### src/rtl/gray_conv_pkg.sv
// Shared definitions for the Gray/Binary conversion arbiter: FSM states,
// mode encodings and the completion-counter width.
package gray_conv_pkg;

    localparam int   COUNT_WIDTH = 16;
    localparam logic MODE_G2B    = 1'b0;
    localparam logic MODE_B2G    = 1'b1;

    typedef enum logic [1:0] {
        IDLE    = 2'd0,
        CONVERT = 2'd1,
        RESPOND = 2'd2
    } state_t;

endpackage

### src/rtl/gray_binary_convert_core.sv
// Combinational Gray<->Binary converter; the single datapath shared by all
// requesters of the arbiter.
module gray_binary_convert_core
    import gray_conv_pkg::*;
#(
    parameter int DATA_WIDTH = 4
) (
    input  logic [DATA_WIDTH-1:0] i_data,
    input  logic                  i_mode,
    output logic [DATA_WIDTH-1:0] o_result
);

    logic [DATA_WIDTH-1:0] w_g2b;

    // Binary bit i is the XOR of every Gray bit from i up to the MSB
    always_comb begin
        w_g2b = '0;
        for (int i = 0; i < DATA_WIDTH; i++) begin
            w_g2b[i] = ^(i_data >> i);
        end
        if (i_mode == MODE_B2G) begin
            o_result = i_data ^ (i_data >> 1);
        end else begin
            o_result = w_g2b;
        end
    end

endmodule

### src/rtl/gray_binary_conversion_arbiter.sv
// Round-robin arbiter that time-shares one Gray<->Binary converter among
// N_REQ requesters and returns tagged, registered results.
module gray_binary_conversion_arbiter
    import gray_conv_pkg::*;
#(
    parameter int N_REQ      = 4,
    parameter int DATA_WIDTH = 4,
    parameter int ID_WIDTH   = 2
) (
    input  logic                        Clock_In,
    input  logic                        Reset_In,
    input  logic                        Enable_In,
    input  logic [N_REQ-1:0]            Req_Valid_In,
    input  logic [N_REQ-1:0]            Req_Mode_In,
    input  logic [N_REQ*DATA_WIDTH-1:0] Req_Data_In,
    output logic [N_REQ-1:0]            Req_Ready_Out,
    output logic                        Resp_Valid_Out,
    input  logic                        Resp_Ready_In,
    output logic [ID_WIDTH-1:0]         Resp_Id_Out,
    output logic [DATA_WIDTH-1:0]       Resp_Data_Out,
    output logic                        Busy_Out,
    output logic [COUNT_WIDTH-1:0]      Conv_Count_Out
);

    state_t                  r_state;
    state_t                  w_next_state;
    logic [ID_WIDTH-1:0]     r_ptr;
    logic [ID_WIDTH-1:0]     r_id;
    logic                    r_mode;
    logic [DATA_WIDTH-1:0]   r_data;
    logic                    r_resp_valid;
    logic [ID_WIDTH-1:0]     r_resp_id;
    logic [DATA_WIDTH-1:0]   r_resp_data;
    logic [COUNT_WIDTH-1:0]  r_count;

    logic [ID_WIDTH:0]       w_pick;
    logic                    w_pick_found;
    logic [ID_WIDTH-1:0]     w_pick_idx;
    logic                    w_grant;
    logic                    w_accept;
    logic [N_REQ-1:0]        w_ready;
    logic [DATA_WIDTH-1:0]   w_conv_result;

    // First valid index at or above ptr, wrapping; returns {found, index}.
    // A pointer outside 0..N_REQ-1 is treated as 0.
    function automatic logic [ID_WIDTH:0] rr_pick(
        input logic [N_REQ-1:0]    valid,
        input logic [ID_WIDTH-1:0] ptr
    );
        int                base;
        int                idx;
        logic [ID_WIDTH:0] res;
        res  = '0;
        base = (int'(ptr) < N_REQ) ? int'(ptr) : 0;
        for (int k = N_REQ - 1; k >= 0; k--) begin
            idx = (base + k) % N_REQ;
            if (valid[idx]) begin
                res = {1'b1, ID_WIDTH'(idx)};
            end else begin
                res = res;
            end
        end
        return res;
    endfunction

    assign w_pick       = rr_pick(Req_Valid_In, r_ptr);
    assign w_pick_found = w_pick[ID_WIDTH];
    assign w_pick_idx   = w_pick[ID_WIDTH-1:0];

    gray_binary_convert_core #(
        .DATA_WIDTH (DATA_WIDTH)
    ) u_core (
        .i_data   (r_data),
        .i_mode   (r_mode),
        .o_result (w_conv_result)
    );

    // Next-state and grant decode; grants only in IDLE and never during reset
    always_comb begin
        w_next_state = r_state;
        w_ready      = '0;
        w_grant      = 1'b0;
        w_accept     = 1'b0;
        case (r_state)
            IDLE: begin
                if (Enable_In && w_pick_found && !Reset_In) begin
                    w_grant             = 1'b1;
                    w_ready[w_pick_idx] = 1'b1;
                    w_next_state        = CONVERT;
                end else begin
                    w_next_state = IDLE;
                end
            end
            CONVERT: begin
                w_next_state = RESPOND;
            end
            RESPOND: begin
                if (Resp_Ready_In) begin
                    w_accept     = 1'b1;
                    w_next_state = IDLE;
                end else begin
                    w_next_state = RESPOND;
                end
            end
            default: begin
                w_next_state = IDLE;
            end
        endcase
    end

    // State register
    always_ff @(posedge Clock_In) begin
        if (Reset_In) begin
            r_state <= IDLE;
        end else begin
            r_state <= w_next_state;
        end
    end

    // Capture, response registers, pointer advance and completion count
    always_ff @(posedge Clock_In) begin
        if (Reset_In) begin
            r_ptr        <= '0;
            r_id         <= '0;
            r_mode       <= MODE_G2B;
            r_data       <= '0;
            r_resp_valid <= 1'b0;
            r_resp_id    <= '0;
            r_resp_data  <= '0;
            r_count      <= '0;
        end else begin
            if (w_grant) begin
                r_id   <= w_pick_idx;
                r_mode <= Req_Mode_In[w_pick_idx];
                r_data <= Req_Data_In[int'(w_pick_idx)*DATA_WIDTH +: DATA_WIDTH];
            end
            if (r_state == CONVERT) begin
                r_resp_data  <= w_conv_result;
                r_resp_id    <= r_id;
                r_resp_valid <= 1'b1;
            end else if (w_accept) begin
                r_resp_valid <= 1'b0;
                r_ptr        <= (int'(r_id) >= N_REQ - 1) ? '0 : r_id + ID_WIDTH'(1);
                if (r_count != {COUNT_WIDTH{1'b1}}) begin
                    r_count <= r_count + COUNT_WIDTH'(1);
                end
            end
        end
    end

    // Busy also covers the granting IDLE cycle so back-to-back work reads as continuous
    assign Busy_Out       = (r_state != IDLE) || w_grant;
    assign Req_Ready_Out  = w_ready;
    assign Resp_Valid_Out = r_resp_valid;
    assign Resp_Id_Out    = r_resp_id;
    assign Resp_Data_Out  = r_resp_data;
    assign Conv_Count_Out = r_count;

endmodule

### config.mk
export PLATFORM = sky130hd
export DESIGN_NAME = gray_binary_conversion_arbiter
export DESIGN_NICKNAME = d
export VERILOG_FILES = /design/src/rtl/gray_conv_pkg.sv /design/src/rtl/gray_binary_convert_core.sv /design/src/rtl/gray_binary_conversion_arbiter.sv
export SDC_FILE = /design/constraint.sdc
export NUM_CORES = 1
export LEC_CHECK = 0
export ABC_AREA = 1
export BUFFER_PORTS_ARGS = -buffer_cell sky130_fd_sc_hd__buf_2
export CAP_MARGIN = 40
export CORE_UTILIZATION = 52
export DETAILED_ROUTE_END_ITERATION = 10
export GPL_TIMING_DRIVEN = 0
export PLACE_DENSITY = 0.79
export SLEW_MARGIN = 40
export SYNTH_ARGS = -nofsm -noshare
export SYNTH_HDL_FRONTEND = slang
export SYNTH_SLANG_ARGS = --single-unit
### constraint.sdc
create_clock -name Clock_In -period 1.7 [get_ports Clock_In]
set_clock_uncertainty 0.05 [all_clocks]
set_input_delay 0.17 -clock Clock_In [delete_from_list [all_inputs] [get_ports Clock_In]]
set_output_delay 0.17 -clock Clock_In [all_outputs]
set_load 0.01 [all_outputs]
---- After elaboration in Yosys (flattened, before gate mapping) ----
Index checks and enable logic that the tools add are counted.
operators by class
  eq/ne operators ......................... 3
  shifts and indexed selects .............. 1
  magnitude comparators ................... 7
  $add $sub $neg .......................... 5
  reductions and logical operators ........ 17
  multiplexer cells ....................... 32
  bitwise logic cells ..................... 5
operators with widths
  operator                 number
  $add A16 B1 Y16 const B  1
  $mux W1                  16
  $ne A16 B16 Y1 const B   1
  $reduce_xor A4 Y1        4
  $shiftx A16 B5 Y4        1
  $lt A3 B4 Y1 const B     3
  $mux W3                  4
  $mux W4                  3
  $bmux W1 S2              5
  $lt A2 B3 Y1 const B     2
  $pmux W2 S3              1
  $reduce_or A2 Y1         3
  $add A2 B1 Y2 const B    2
  $add A2 B2 Y2 const B    2
  $mux W2                  2
  $reduce_bool A2 Y1       2
  $xor A4 B3 Y4            1
  $and A1 B1 Y1 const A    3
  $logic_and A1 B1 Y1      3
  $reduce_and A3 Y1        1
  $demux W1 S2             1
  $eq A2 B1 Y1 const B     1
  $eq A2 B2 Y1 const B     1
  $ge A2 B1 Y1 const B     1
  other kinds (6)          6
storage, ports and cells
  word-level logic and storage cells ...... 79
  output and inout bits ................... 28
  register bits ........................... 34
  input bits .............................. 28

---- Depth between registers and ports, before layout ----
  word-level depth ........................ 16
  depth in mapped cells ................... 15
  mapped depth without buffers ............ 13

---- Hierarchy ----
From an unflattened synthesis, not the netlist that was laid out.
unflattened totals
  cells, all modules ...................... 327
  area, all modules ....................... 2159.6 um^2
by module, submodules not included
  module                          seq. area each (um^2)  cells an instance  area an instance (um^2)  times used
  gray_binary_conversion_arbiter  680.7                  300                2040.7                   1
  gray_binary_convert_core        0.0                    27                 118.9                    1

---- Worst setup path before layout ----
Ideal clock, no wire load.
  path type ............................... reg2out
  from .................................... register r_ptr[0]
  to ...................................... output Req_Ready_Out[0]
  buffers on the path ..................... 2
  slack ................................... 0.078 ns
  stages on the path, launching flop included .. 12
  arrival ................................. 1.402 ns
  data required time ...................... 1.480 ns
  cell sequence ........................... dfxtp_1 > buf_6 > inv_6 > nand2_1 > nand2_1 > nand2_1 > nand3_2 > nand2_2 > nand2_4 > nand2_4 > buf_6 > nor3_1
on the way
  word-level cells in the longest chain between the ends .. 14
  elaborated cells between the ends (all ways) .. 27
  classes of those cells .................. add/sub (3); order compare (2); mux (19); reduce/logical (3)
RTL lines
  element                                                             line                                   text
  start, declared                                                     gray_binary_conversion_arbiter.sv:27   logic [ID_WIDTH-1:0] r_ptr;
  start signal, assigned                                              gray_binary_conversion_arbiter.sv:143  r_ptr <= (int'(r_id) >= N_REQ - 1) ? '0 : r_id + ID_WIDTH'(1);
  $add A2 B2 Y2                                                       gray_binary_conversion_arbiter.sv:56   idx = (base + k) % N_REQ;
  $bmux W1 S2                                                         gray_binary_conversion_arbiter.sv:57   if (valid[idx]) begin
  $mux W1 (not written as such) (2 in a row)                          gray_binary_conversion_arbiter.sv:57
  $mux W3 (3 in a row)                                                gray_binary_conversion_arbiter.sv:57
  $mux W3 *                                                           gray_binary_conversion_arbiter.sv:57
  $lt A2 B3 Y1 (not written as such) or $ge A2 B1 Y1 (tied branches)  gray_binary_conversion_arbiter.sv:88   w_ready[w_pick_idx] = 1'b1;
  $logic_and A1 B1 Y1 (not written as such)                           gray_binary_conversion_arbiter.sv:88
  $mux W1 (not written as such)                                       gray_binary_conversion_arbiter.sv:88
  $demux W1 S2                                                        gray_binary_conversion_arbiter.sv:88
  $mux W4 *                                                           gray_binary_conversion_arbiter.sv:86   if (Enable_In && w_pick_found && !Reset_In) begin
  $mux W4 *                                                           gray_binary_conversion_arbiter.sv:84   case (r_state)
  end, declared                                                       gray_binary_conversion_arbiter.sv:16   output logic [N_REQ-1:0] Req_Ready_Out,
Every way passes the cells marked *; elsewhere a longest branch is shown, timed or not. The select of a mux whose other input is x is not followed.

---- Final worst setup path ----
  from .................................... register r_ptr[0]
  to ...................................... output Req_Ready_Out[1]
The elaborated chain is that of the path after synthesis.

==> metrics.cfg <==
[synthesis]
yosysTopAreaCellShare = 0.336
synth_seq_cells = 34
ys.flop_type = dfxtp_1
seq_area_frac_synth = 0.336
postSynthCellCount = 313
syn_nets = 343
ys_types = 30
ys_top_cells_by_area = dfxtp_1 34%, nand2_1 15%, nand3_1 11%
synth_warnings = 0
syn_avg_cell_area_sq_um = 6.47
synthesis.area_sq_mm = 0.00203
synth_edf_count = 0
async_flop_share = 0
synth_top_cell_by_area = dfxtp_1

[clock_network]
cts.sinks = 34
clock_latency_ns = 0.29
cts.reportedPaths.clkPinSlew_ns = 0.07
cts_max_path_buffers = 2
cts-root-buf = clkbuf_8
cts_made_buffers = 5
cts_tree = built
h-tree-depth = 2
hold_buffers = 0

[layout]
drive_above_1_share = 0.363
nets = 420
final_area_sq_mm = 0.00283
final_common_cell = nand2_1
diodes = 0
final_util = 0.768
synthToLayoutAreaGrowth_pct = 39.8
mostFrequentLayoutCells = 63 x nand2_1, 54 x buf_2, 36 x nand3_1

[die]
initial_utilization = 0.549
dieArea_sq_mm = 0.00415
row_count = 22
die_x_microns = 64.4
coreArea_sq_mm = 0.00369
die_h_microns = 64.4
ios = 56

[sta]
fin_crit_sh = 1.18
slew_headroom = 0.649
hold_ws_ns = 0.142
hold_viol = 0
fmax_ghz = 0.501
setup_violations = 11
fin_ws_ns = -0.298
drv_slew = 0
rsz0062_at_grt = true
worst_pin_slew_ns = 0.527
period_needed_ns = 2.00

[global_route]
grt.overflow.total = 0
grt_max_degree = 12
grt_pass1_vias = 2023
grt_usage = 0.264
grt_antenna_before_repair = 0
grt_pass1_wl_mm = 8.52

[routing]
finalWirelength_mm = 5.57
drc = 0
routedWlPerCell_microns = 12.7
dr.pass1.iters = 4
ant_nets = 0
drt_iter0_markers = 221
vias = 2313
vias_per_cell = 5.27

[critical_path]
cp_top_family = simple AND/OR/NAND/NOR gates
cp_slowest_stage_delay_ns = 0.32
path_max_fanout = 8
cp_num_buf_inv = 3
worst_r2r_path_depth = 15
r2r-end = r_data[3]
cp_common_cell = nand2_2
endpoint_kind = output port
crit_slowest_cell = dfxtp_2
cp-start-kind = flip-flop
cp-startpoint = r_ptr[0]
critPathKind = reg2out
regToRegSetupSlack_ns = -0.19
crit_chain = buf_6 > inv_8 > nand2_2 > nand3_2 > nand2_2 > nand3_4 > nand2_2 > nand2_4 > nand2_8 > nand2_2 > nor2_1 > buf_2
required_ns = 1.48
arrival_ns = 1.78
timing.rr.start = r_ptr[0]

[run]
cap_violations = 0

[run_status]
status = finished, violations left
violations = setup timing

[place]
gp_routability_congestion = 0.818
dpl.hpwl_mm = 3.60
dpl_cell_area_sq_mm = 0.00236
port_buffers = 54

[worst_hold_path]
holdPathStages = 3
min_to = r_state[1]
hp-class = in2reg
hold_path_startpoint = Resp_Ready_In

[pwr]
p_leak_nw = 1.38
clkPwrFrac = 0.346
combPwrFrac = 0.245
internal_power_w = 0.00148
p_switching_w = 0.000638
p_per_area_mw_per_mm2 = 748
seqPwrFrac = 0.409
irDropWorstVdd_v = 0.000644
swShare = 0.301

## worst max-delay path by stage
stage                               endpoint  slack [ns]  depth (start not counted)
after detailed placement    Req_Ready_Out[2]       -0.08                         11
after global placement    Conv_Count_Out[14]       -0.06                         10
after global routing        Req_Ready_Out[1]       -0.39                         13
after CTS                   Req_Ready_Out[2]       -0.21                         11
after floorplan             Req_Ready_Out[0]        0.08                         11
final                       Req_Ready_Out[1]       -0.30                         12
## Yosys cell counts, types with 4 or more instances
| library cell | n |
|---|---|
| nand2_1 | 79 |
| dfxtp_1 | 34 |
| nor2_1 | 33 |
| xnor2_1 | 4 |
| nand3_2 | 4 |
| o21ai_0 | 14 |
| buf_6 | 4 |
| nor3_1 | 7 |
| a21oi_1 | 20 |
| inv_1 | 36 |
| nand2_2 | 8 |
| nand3_1 | 45 |
## kinds of logic (layout without fill, tap and decap cells)
kind of cell | after synthesis | count (layout) | synth area share
AOI/OAI and AO/OA | 38 | 38 | 0.0982
xor gates and xnor gates | 6 | 6 | 0.0259
adders and majority gates | 2 | 2 | 0.0124
buffers and inverters | 50 | 128 | 0.112
DFF | 34 | 34 | 0.336
and+or+nand+nor | 183 | 183 | 0.416
## state kept, by name, summed over array words and instances (netlist names)
register        count
r_id                2
r_state             2
Conv_Count_Out     16
Resp_Data_Out       4
r_mode              1
r_ptr               2
Resp_Id_Out         2
r_data              4
Resp_Valid_Out      1
## tightest hold or removal path, cell delays in order
cell and delay [ns]:
buf_2 0.10, nand3b_1 0.10, a21oi_1 0.06
## power by group through the flow
stage          logic [W]  clock network, W  registers (W)
6_report        0.000520          0.000733       0.000866
2_1_floorplan   0.000283                 0       0.000887
4_1_cts         0.000446          0.000735       0.000868
5_1_grt         0.000572          0.000775       0.000871
3_5_place_dp    0.000397                 0       0.000885
3_3_place_gp    0.000389                 0       0.000884
## repair_timing
| action | CTS | global route |
|---|---|---|
| pin swaps | 11 | 16 |
| endpoints found under the setup margin | 10 | 25 |
| hold endpoints to repair | 0 | 0 |
| gates resized for setup | 24 | 41 |
| setup buffers | 9 | 8 |
## stage by stage
step | setup slack, ns | setup TNS (ns) | total power [W] | std cells
floorplan | 0.0782 | 0 | 0.00117 | 313
global placement | -0.0614 | -0.242 | 0.00127 | 415
detailed placement | -0.0767 | -0.371 | 0.00128 | 415
CTS | -0.210 | -1.06 | 0.00205 | 431
global route | -0.386 | -3.47 | 0.00222 | 439
finish | -0.298 | -2.22 | 0.00212 | 439
## area by class of cell
cell class / instances / area [sq um]
Clock buffer: 5 / 68.8
Clock inverter: 3 / 40.0
Buffer: 7 / 56.3
Fill cell: 285 / 856
Sequential cell: 34 / 693
Timing Repair Buffer: 71 / 398
Inverter: 42 / 175
Multi-Input combinational cell: 229 / 1340
Tap cell: 48 / 60.1
## metal layers
layer | routed length, microns | share of wire | global-route usage
met1 | 2380 | 0.43 | 0.321
met3 | 291 | 0.052 | 0.0528
met4 | 159 | 0.029 | 0.0917
met2 | 2740 | 0.49 | 0.458
met5 | 0 | 0 | 0
No activity file was read; power rests on OpenSTA's default activity.
